$ cat src/rtl/readout_rx_mux_pkg.sv
// Shared constants for the multiplexed readout state discriminator:
// coefficient slot indices, result encodings and the per-channel FSM states.
package readout_rx_mux_pkg;

    localparam logic [1:0] IDX_SLOPE_A     = 2'd0;
    localparam logic [1:0] IDX_INTERCEPT_A = 2'd1;
    localparam logic [1:0] IDX_SLOPE_B     = 2'd2;
    localparam logic [1:0] IDX_INTERCEPT_B = 2'd3;

    localparam logic [1:0] RES_0    = 2'd0;
    localparam logic [1:0] RES_1    = 2'd1;
    localparam logic [1:0] RES_LEAK = 2'd2;

    typedef enum logic [1:0] {
        ST_IDLE     = 2'd0,
        ST_ACCUM    = 2'd1,
        ST_CLASSIFY = 2'd2
    } ch_state_t;

endpackage

$ cat src/rtl/readout_rx_channel_discriminator.sv
// One readout channel: integration-window FSM, saturating I/Q accumulator,
// two-line linear classifier and the valid/ready result register.
module readout_rx_channel_discriminator
    import readout_rx_mux_pkg::*;
#(
    parameter int DATA_WIDTH        = 8,
    parameter int ACCUMULATOR_WIDTH = 18,
    parameter int COEFF_WIDTH       = 8,
    parameter int SLOPE_FRAC        = 7,
    parameter int INTERCEPT_SHIFT   = 8
) (
    input  logic                          clk,
    input  logic                          rst_n,
    input  logic signed [COEFF_WIDTH-1:0] i_slope_a,
    input  logic signed [COEFF_WIDTH-1:0] i_intercept_a,
    input  logic signed [COEFF_WIDTH-1:0] i_slope_b,
    input  logic signed [COEFF_WIDTH-1:0] i_intercept_b,
    input  logic                          i_three_state_en,
    input  logic                          i_start,
    input  logic                          i_finish,
    input  logic                          i_valid,
    input  logic signed [DATA_WIDTH-1:0]  i_i,
    input  logic signed [DATA_WIDTH-1:0]  i_q,
    input  logic                          i_ready,
    output logic                          o_valid,
    output logic [1:0]                    o_result,
    output logic                          o_sat,
    output logic                          o_overrun
);

    localparam int AW = ACCUMULATOR_WIDTH;
    localparam int PW = ACCUMULATOR_WIDTH + COEFF_WIDTH + SLOPE_FRAC + INTERCEPT_SHIFT + 1;
    localparam logic signed [AW-1:0] ACC_MAX = {1'b0, {(AW-1){1'b1}}};
    localparam logic signed [AW-1:0] ACC_MIN = {1'b1, {(AW-1){1'b0}}};

    ch_state_t               r_state;
    logic                    r_pend;
    logic signed [AW-1:0]    r_sum_i, r_sum_q;
    logic                    r_sat;
    logic signed [AW-1:0]    r_fin_i, r_fin_q;
    logic                    r_fin_sat;
    logic                    r_valid, r_res_sat, r_overrun;
    logic [1:0]              r_result;

    logic signed [AW-1:0]    w_add_i, w_add_q, w_load_i, w_load_q;
    logic                    w_ovf_i, w_ovf_q, w_open;
    logic signed [PW-1:0]    w_lhs, w_rhs_a, w_rhs_b;
    logic [1:0]              w_decision;

    // Returns {overflow, clamped sum}.
    function automatic logic [AW:0] sat_add(input logic signed [AW-1:0] a,
                                            input logic signed [DATA_WIDTH-1:0] b);
        logic signed [AW:0] s;
        s = (AW+1)'(a) + (AW+1)'(b);
        if (s[AW] != s[AW-1])
            return s[AW] ? {1'b1, ACC_MIN} : {1'b1, ACC_MAX};
        return {1'b0, s[AW-1:0]};
    endfunction

    always_comb begin
        {w_ovf_i, w_add_i} = {1'b0, r_sum_i};
        {w_ovf_q, w_add_q} = {1'b0, r_sum_q};
        if (i_valid) begin
            {w_ovf_i, w_add_i} = sat_add(r_sum_i, i_i);
            {w_ovf_q, w_add_q} = sat_add(r_sum_q, i_q);
        end
    end

    assign w_load_i = i_valid ? AW'(i_i) : '0;
    assign w_load_q = i_valid ? AW'(i_q) : '0;

    // A window reopened by start+finish stays live while the old one classifies.
    assign w_open = (r_state == ST_ACCUM) || ((r_state == ST_CLASSIFY) && r_pend);

    always_ff @(posedge clk or negedge rst_n) begin
        if (!rst_n) begin
            r_state   <= ST_IDLE;
            r_pend    <= 1'b0;
            r_sum_i   <= '0;
            r_sum_q   <= '0;
            r_sat     <= 1'b0;
            r_fin_i   <= '0;
            r_fin_q   <= '0;
            r_fin_sat <= 1'b0;
        end else if (w_open && i_finish) begin
            r_fin_i   <= w_add_i;
            r_fin_q   <= w_add_q;
            r_fin_sat <= r_sat | w_ovf_i | w_ovf_q;
            r_state   <= ST_CLASSIFY;
            r_pend    <= i_start;
            r_sum_i   <= '0;
            r_sum_q   <= '0;
            r_sat     <= 1'b0;
        end else if (i_start) begin
            r_state   <= ST_ACCUM;
            r_pend    <= 1'b0;
            r_sum_i   <= w_load_i;
            r_sum_q   <= w_load_q;
            r_sat     <= 1'b0;
        end else if (w_open) begin
            r_state   <= ST_ACCUM;
            r_pend    <= 1'b0;
            r_sum_i   <= w_add_i;
            r_sum_q   <= w_add_q;
            r_sat     <= r_sat | w_ovf_i | w_ovf_q;
        end else begin
            r_state   <= ST_IDLE;
            r_pend    <= 1'b0;
            r_sum_i   <= w_load_i;
            r_sum_q   <= w_load_q;
            r_sat     <= 1'b0;
        end
    end

    // Full-width products from the frozen window sums; the decision is what gets registered.
    assign w_lhs   = PW'(r_fin_q) <<< SLOPE_FRAC;
    assign w_rhs_a = PW'(i_slope_a) * PW'(r_fin_i)
                   + (PW'(i_intercept_a) <<< (SLOPE_FRAC + INTERCEPT_SHIFT));
    assign w_rhs_b = PW'(i_slope_b) * PW'(r_fin_i)
                   + (PW'(i_intercept_b) <<< (SLOPE_FRAC + INTERCEPT_SHIFT));

    always_comb begin
        w_decision = RES_0;
        if (i_three_state_en && (w_lhs > w_rhs_b))
            w_decision = RES_LEAK;
        else if (w_lhs > w_rhs_a)
            w_decision = RES_1;
    end

    always_ff @(posedge clk or negedge rst_n) begin
        if (!rst_n) begin
            r_valid   <= 1'b0;
            r_result  <= RES_0;
            r_res_sat <= 1'b0;
            r_overrun <= 1'b0;
        end else if (r_state == ST_CLASSIFY) begin
            r_valid   <= 1'b1;
            r_result  <= w_decision;
            r_res_sat <= r_fin_sat;
            if (r_valid && !i_ready)
                r_overrun <= 1'b1;
        end else if (r_valid && i_ready) begin
            r_valid   <= 1'b0;
        end
    end

    assign o_valid   = r_valid;
    assign o_result  = r_result;
    assign o_sat     = r_res_sat;
    assign o_overrun = r_overrun;

endmodule

$ cat src/rtl/readout_rx_state_decision_unit_mux.sv
// Frequency-multiplexed readout discriminator: per-channel coefficient
// register file plus one independent discriminator per qubit channel.
module readout_rx_state_decision_unit_mux
    import readout_rx_mux_pkg::*;
#(
    parameter int DATA_WIDTH        = 8,
    parameter int NUM_CHANNELS      = 4,
    parameter int CH_WIDTH          = (NUM_CHANNELS > 1) ? $clog2(NUM_CHANNELS) : 1,
    parameter int ACCUMULATOR_WIDTH = DATA_WIDTH + 10,
    parameter int COEFF_WIDTH       = DATA_WIDTH,
    parameter int SLOPE_FRAC        = DATA_WIDTH - 1,
    parameter int INTERCEPT_SHIFT   = 8
) (
    input  logic                               clk,
    input  logic                               rst,
    input  logic                               coeff_wr_en,
    input  logic [CH_WIDTH+1:0]                coeff_wr_addr,
    input  logic [COEFF_WIDTH-1:0]             coeff_wr_data,
    input  logic [NUM_CHANNELS-1:0]            three_state_en,
    input  logic [NUM_CHANNELS-1:0]            start_count,
    input  logic [NUM_CHANNELS-1:0]            finish_count,
    input  logic [NUM_CHANNELS-1:0]            valid_in,
    input  logic [NUM_CHANNELS*DATA_WIDTH-1:0] i_in,
    input  logic [NUM_CHANNELS*DATA_WIDTH-1:0] q_in,
    output logic [NUM_CHANNELS-1:0]            meas_result_valid_out,
    input  logic [NUM_CHANNELS-1:0]            meas_result_ready_in,
    output logic [2*NUM_CHANNELS-1:0]          meas_result_out,
    output logic [NUM_CHANNELS-1:0]            sat_flag_out,
    output logic [NUM_CHANNELS-1:0]            overrun_flag_out
);

    logic [CH_WIDTH-1:0] w_wr_ch;
    logic [1:0]          w_wr_idx;

    assign w_wr_ch  = coeff_wr_addr[CH_WIDTH+1:2];
    assign w_wr_idx = coeff_wr_addr[1:0];

    genvar gi;
    generate
        for (gi = 0; gi < NUM_CHANNELS; gi++) begin : g_ch
            logic signed [COEFF_WIDTH-1:0] r_slope_a, r_intercept_a, r_slope_b, r_intercept_b;
            logic                          w_sel;

            assign w_sel = coeff_wr_en && (w_wr_ch == CH_WIDTH'(gi));

            always_ff @(posedge clk or negedge rst) begin
                if (!rst) begin
                    r_slope_a     <= '0;
                    r_intercept_a <= '0;
                    r_slope_b     <= '0;
                    r_intercept_b <= '0;
                end else if (w_sel) begin
                    case (w_wr_idx)
                        IDX_SLOPE_A:     r_slope_a     <= coeff_wr_data;
                        IDX_INTERCEPT_A: r_intercept_a <= coeff_wr_data;
                        IDX_SLOPE_B:     r_slope_b     <= coeff_wr_data;
                        default:         r_intercept_b <= coeff_wr_data;
                    endcase
                end
            end

            readout_rx_channel_discriminator #(
                .DATA_WIDTH        (DATA_WIDTH),
                .ACCUMULATOR_WIDTH (ACCUMULATOR_WIDTH),
                .COEFF_WIDTH       (COEFF_WIDTH),
                .SLOPE_FRAC        (SLOPE_FRAC),
                .INTERCEPT_SHIFT   (INTERCEPT_SHIFT)
            ) u_disc (
                .clk              (clk),
                .rst_n            (rst),
                .i_slope_a        (r_slope_a),
                .i_intercept_a    (r_intercept_a),
                .i_slope_b        (r_slope_b),
                .i_intercept_b    (r_intercept_b),
                .i_three_state_en (three_state_en[gi]),
                .i_start          (start_count[gi]),
                .i_finish         (finish_count[gi]),
                .i_valid          (valid_in[gi]),
                .i_i              (i_in[gi*DATA_WIDTH +: DATA_WIDTH]),
                .i_q              (q_in[gi*DATA_WIDTH +: DATA_WIDTH]),
                .i_ready          (meas_result_ready_in[gi]),
                .o_valid          (meas_result_valid_out[gi]),
                .o_result         (meas_result_out[2*gi +: 2]),
                .o_sat            (sat_flag_out[gi]),
                .o_overrun        (overrun_flag_out[gi])
            );
        end
    endgenerate

endmodule

$ cat config.mk
export PLATFORM = sky130hd
export DESIGN_NAME = readout_rx_state_decision_unit_mux
export DESIGN_NICKNAME = d
export VERILOG_FILES = /design/src/rtl/readout_rx_mux_pkg.sv /design/src/rtl/readout_rx_channel_discriminator.sv /design/src/rtl/readout_rx_state_decision_unit_mux.sv
export SDC_FILE = /design/constraint.sdc
export NUM_CORES = 2
export LEC_CHECK = 0
export CAP_MARGIN = 5
export CORE_MARGIN = 10
export CORE_UTILIZATION = 45
export DETAILED_ROUTE_END_ITERATION = 10
export MAX_ROUTING_LAYER = met4
export PLACE_DENSITY = 0.66
export SLEW_MARGIN = 20
export SYNTH_ARGS = -nofsm -noshare
export SYNTH_HDL_FRONTEND = slang
export SYNTH_SLANG_ARGS = --single-unit
$ cat constraint.sdc
create_clock -name clk -period 10.6 [get_ports clk]
set_input_delay 2.12 -clock clk [delete_from_list [all_inputs] [get_ports clk]]
set_output_delay 2.12 -clock clk [all_outputs]
set_load 0.1 [all_outputs]
==> impl_metrics.csv <==
group,metric,value,unit
floorplan,die_area,177000,µm²
run,cap_violations,0,
clocking,cts_resized,0,
sta,whs,0.471,ns
sta,slew-limit-headroom,23.7,%
sta,rsz0062_at_grt,"no",
clocking,clockBufferDepth,3,
floorplan,start_util,45.2,%
clocking,clockRootBuffer,"clkbuf_16",
route,dr.pass1.iters,6,
sta,drv_slew,0,
sta,layout_min_cycle_time,7.45,ns
clocking,cts_hold_buf,0,
route,drc,0,
setup_path,setup.worst_path.start_class,"flip-flop",
route,via_count,54900,
clocking,htreeDepth,2,
clocking,cts_tree,"built",
clocking,cts.reportedPaths.clkPinSlew,0.06,ns
floorplan,io_pins,119,
global_route,antenna_found_initial,7,
synthesis,synth_flop_cell,"dfrtp_1",
clocking,clk_latency,0.68,ns
route,drt_iter0_markers,3120,
clocking,numCtsBuffers,58,
placement,dpl.hpwl,141,mm
layout,fin_nets,9801,
synthesis,synth_nets,9890,
global_route,overflow,0,
global_route,grt_pass1_wl,304,mm
layout,area_growth_syn_to_layout,6.84,%
synthesis,synth.area.top_cells,"fa_1 28%, dfrtp_1 16%, ha_1 12%, inv_1 7.5%, and2_1 7.3%",
synthesis,synth_top_area_share,28.3,%
sta,setup_viol,0,
global_route,grt_max_degree,131,
placement,port_buffers,118,
route,drtAntennaViolNets,0,
setup_path,crit_fanout,16,
synthesis,yosysWarnings,0,
floorplan,die_w,421,µm
setup_path,worstSetupPathType,"reg -> reg",
synthesis,yosys.area.top_type,"fa_1",
setup_path,cp.required,11.14,ns
sta,max_freq,0.134,GHz
placement,place.gp.congestion,0.925,
floorplan,coreArea,160000,µm²
run_status,outcome,"finished clean",
setup_path,critPathCaptureType,"flip-flop",
route,vias_per_cell,5.37,
layout,fillerInstances,15200,
route,avgRoutedWirePerCell,17.6,µm
sta,hold_viol,0,
synthesis,synthDistinctLibCells,98,
setup_path,cp_data_arrival_time,7.99,ns
floorplan,die_h,421,µm
clocking,cts.sinks,456,
synthesis,syn-instance-count,8095,
floorplan,rows,147,
sta,min_period_over_period,70.3,%
route,wl,180,mm
global_route,grt_pass1_vias,58000,
synthesis,avgSynthCellArea,8.95,µm²
sta,tightestPinTransition,1.14,ns
synthesis,ys_seq_area_share,15.8,%
sta,tns,0,ns
clocking,cts_setup_buffers,0,
synthesis,synth-seq-cells,456,
synthesis,ys_async_sr_fraction,100,%
worst_hold_path,hold_class,"reg -> reg",
global_route,grtUsageTotal,21.0,%
layout,final_layout_size_suffix_gt1_share,3.95,%
synthesis,synth_edf_count,0,
sta,finalClockSkew,0.0236,ns
synthesis,syn_area,72400,µm²
==> layer usage <==
metal  up-vias  share of wire [%]  GRT usage [%]
met5         -                  0              -
met4         0                2.5           5.17
met3       264                3.9           1.95
met2      1137                 49           35.3
met1     27700                 45           27.4
li1      25800                  -              -
==> cell type report <==
cell class,instances,area (µm²),area share [%]
Antenna cell,4,10.0,0.0129
Sequential cell,456,11400,14.7
Multi-Input combinational cell,5881,54300,70.2
Clock inverter,35,384,0.497
Inverter,1449,5440,7.03
Tap cell,2160,2700,3.49
Timing Repair Buffer,160,1500,1.94
Clock buffer,70,1590,2.05
==> synthesized netlist by cell type, types with 74 or more instances <==
cell and count:
clkbuf_1 271, o21ai_0 363, a31oi_1 100, and2_1 848
nand3_1 74, xor2_1 116, nand2b_1 117, dfrtp_1 456
nand2_1 464, a21o_1 154, ha_1 672, nor3_1 84
nor2_1 400, xnor2_1 195, inv_1 1447, fa_1 1024
mux2_2 102, a21oi_1 408
==> stage by stage <==
stage | area, µm² | utilization (%) | std cells | worst slack (ns)
3_3_place_gp | 75400 | 47.1 | 10100 | 3.34
5_1_grt | 77400 | 48.3 | 10200 | 2.72
3_5_place_dp | 75400 | 47.1 | 10100 | 3.29
2_1_floorplan | 72400 | - | 8095 | 4.25
6_report | 77400 | 48.3 | 10200 | 3.15
4_1_cts | 77300 | 48.3 | 10200 | 3.26
==> worst max-delay path, cell delays in order, from the launching register on <==
cell and delay (ns):
dfrtp_1 0.45, inv_1 0.56, nor2_1 0.16, fa_1 0.54
fa_1 0.53, fa_1 0.54, inv_1 0.05, fa_1 0.52
inv_1 0.04, ha_1 0.23, or2_2 0.33, o311ai_0 0.60
o21ai_1 0.26, o21a_1 0.26, a211o_1 0.27, a31o_2 0.24
a21oi_1 0.16, xnor2_1 0.25, ha_1 0.35, and3_1 0.18
o211ai_1 0.10, a21oi_1 0.06, nor3_1 0.26, nor3_1 0.09
mux2_2 0.26
==> worst paths after layout <==
kind	startpoint	endpoint	slack, ns	cells past startpoint
max in group asynchronous	rst	g_ch[0].u_disc.r_fin_q[4]	7.18	3
worst max register to register	g_ch[0].r_slope_b[7]	g_ch[0].u_disc.o_result[0]	3.15	24
worst min-delay path	g_ch[2].u_disc.o_overrun	g_ch[2].u_disc.o_overrun	0.47	1
worst min register to register	g_ch[2].u_disc.o_overrun	g_ch[2].u_disc.o_overrun	0.47	1
min in group asynchronous	rst	g_ch[2].u_disc.r_fin_i[14]	1.47	1
worst max-delay path	g_ch[0].r_slope_b[7]	g_ch[0].u_disc.o_result[0]	3.15	24
==> kinds of logic (layout without fill, tap and decap cells) <==
logic type | after synthesis | in the layout | synth area share, %
AO/OA/AOI/OAI | 1453 | 1453 | 12.6
XOR/XNOR | 313 | 313 | 3.81
adder cells (fa/ha/maj) | 1711 | 1711 | 40.1
buffers and inverters | 1758 | 1714 | 9.24
flip-flops | 456 | 456 | 15.8
multiplexers | 127 | 127 | 1.93
other | 0 | 4 | 0
AND/OR/NAND/NOR | 2277 | 2277 | 16.6
==> cell usage in the layout, fill, tap and decap left out, types with 102 or more instances in the layout <==
master and instances:
a21oi_1 408, dfrtp_1 456, clkdlybuf4s50_1 114, fa_1 1024
o21ai_0 361, nor2_1 399, inv_1 1446, xor2_1 116
mux2_2 102, a21o_1 154, ha_1 672, nand2b_1 115
and2_1 848, xnor2_1 195, nand2_1 464
==> state kept, by name, indices dropped and copies added (netlist names), 8 cells and up <==
| register | count |
|---|---|
| g_ch.u_disc.r_sum_i | 72 |
| g_ch.u_disc.r_fin_i | 72 |
| g_ch.r_slope_b | 32 |
| g_ch.r_intercept_a | 32 |
| g_ch.u_disc.r_sum_q | 72 |
| g_ch.u_disc.r_state | 8 |
| g_ch.u_disc.o_result | 8 |
| g_ch.r_slope_a | 32 |
| g_ch.u_disc.r_fin_q | 72 |
| g_ch.r_intercept_b | 32 |
Power is not shown: default switching activity piles up to over one toggle a cycle in this logic, so the estimate is an artifact.
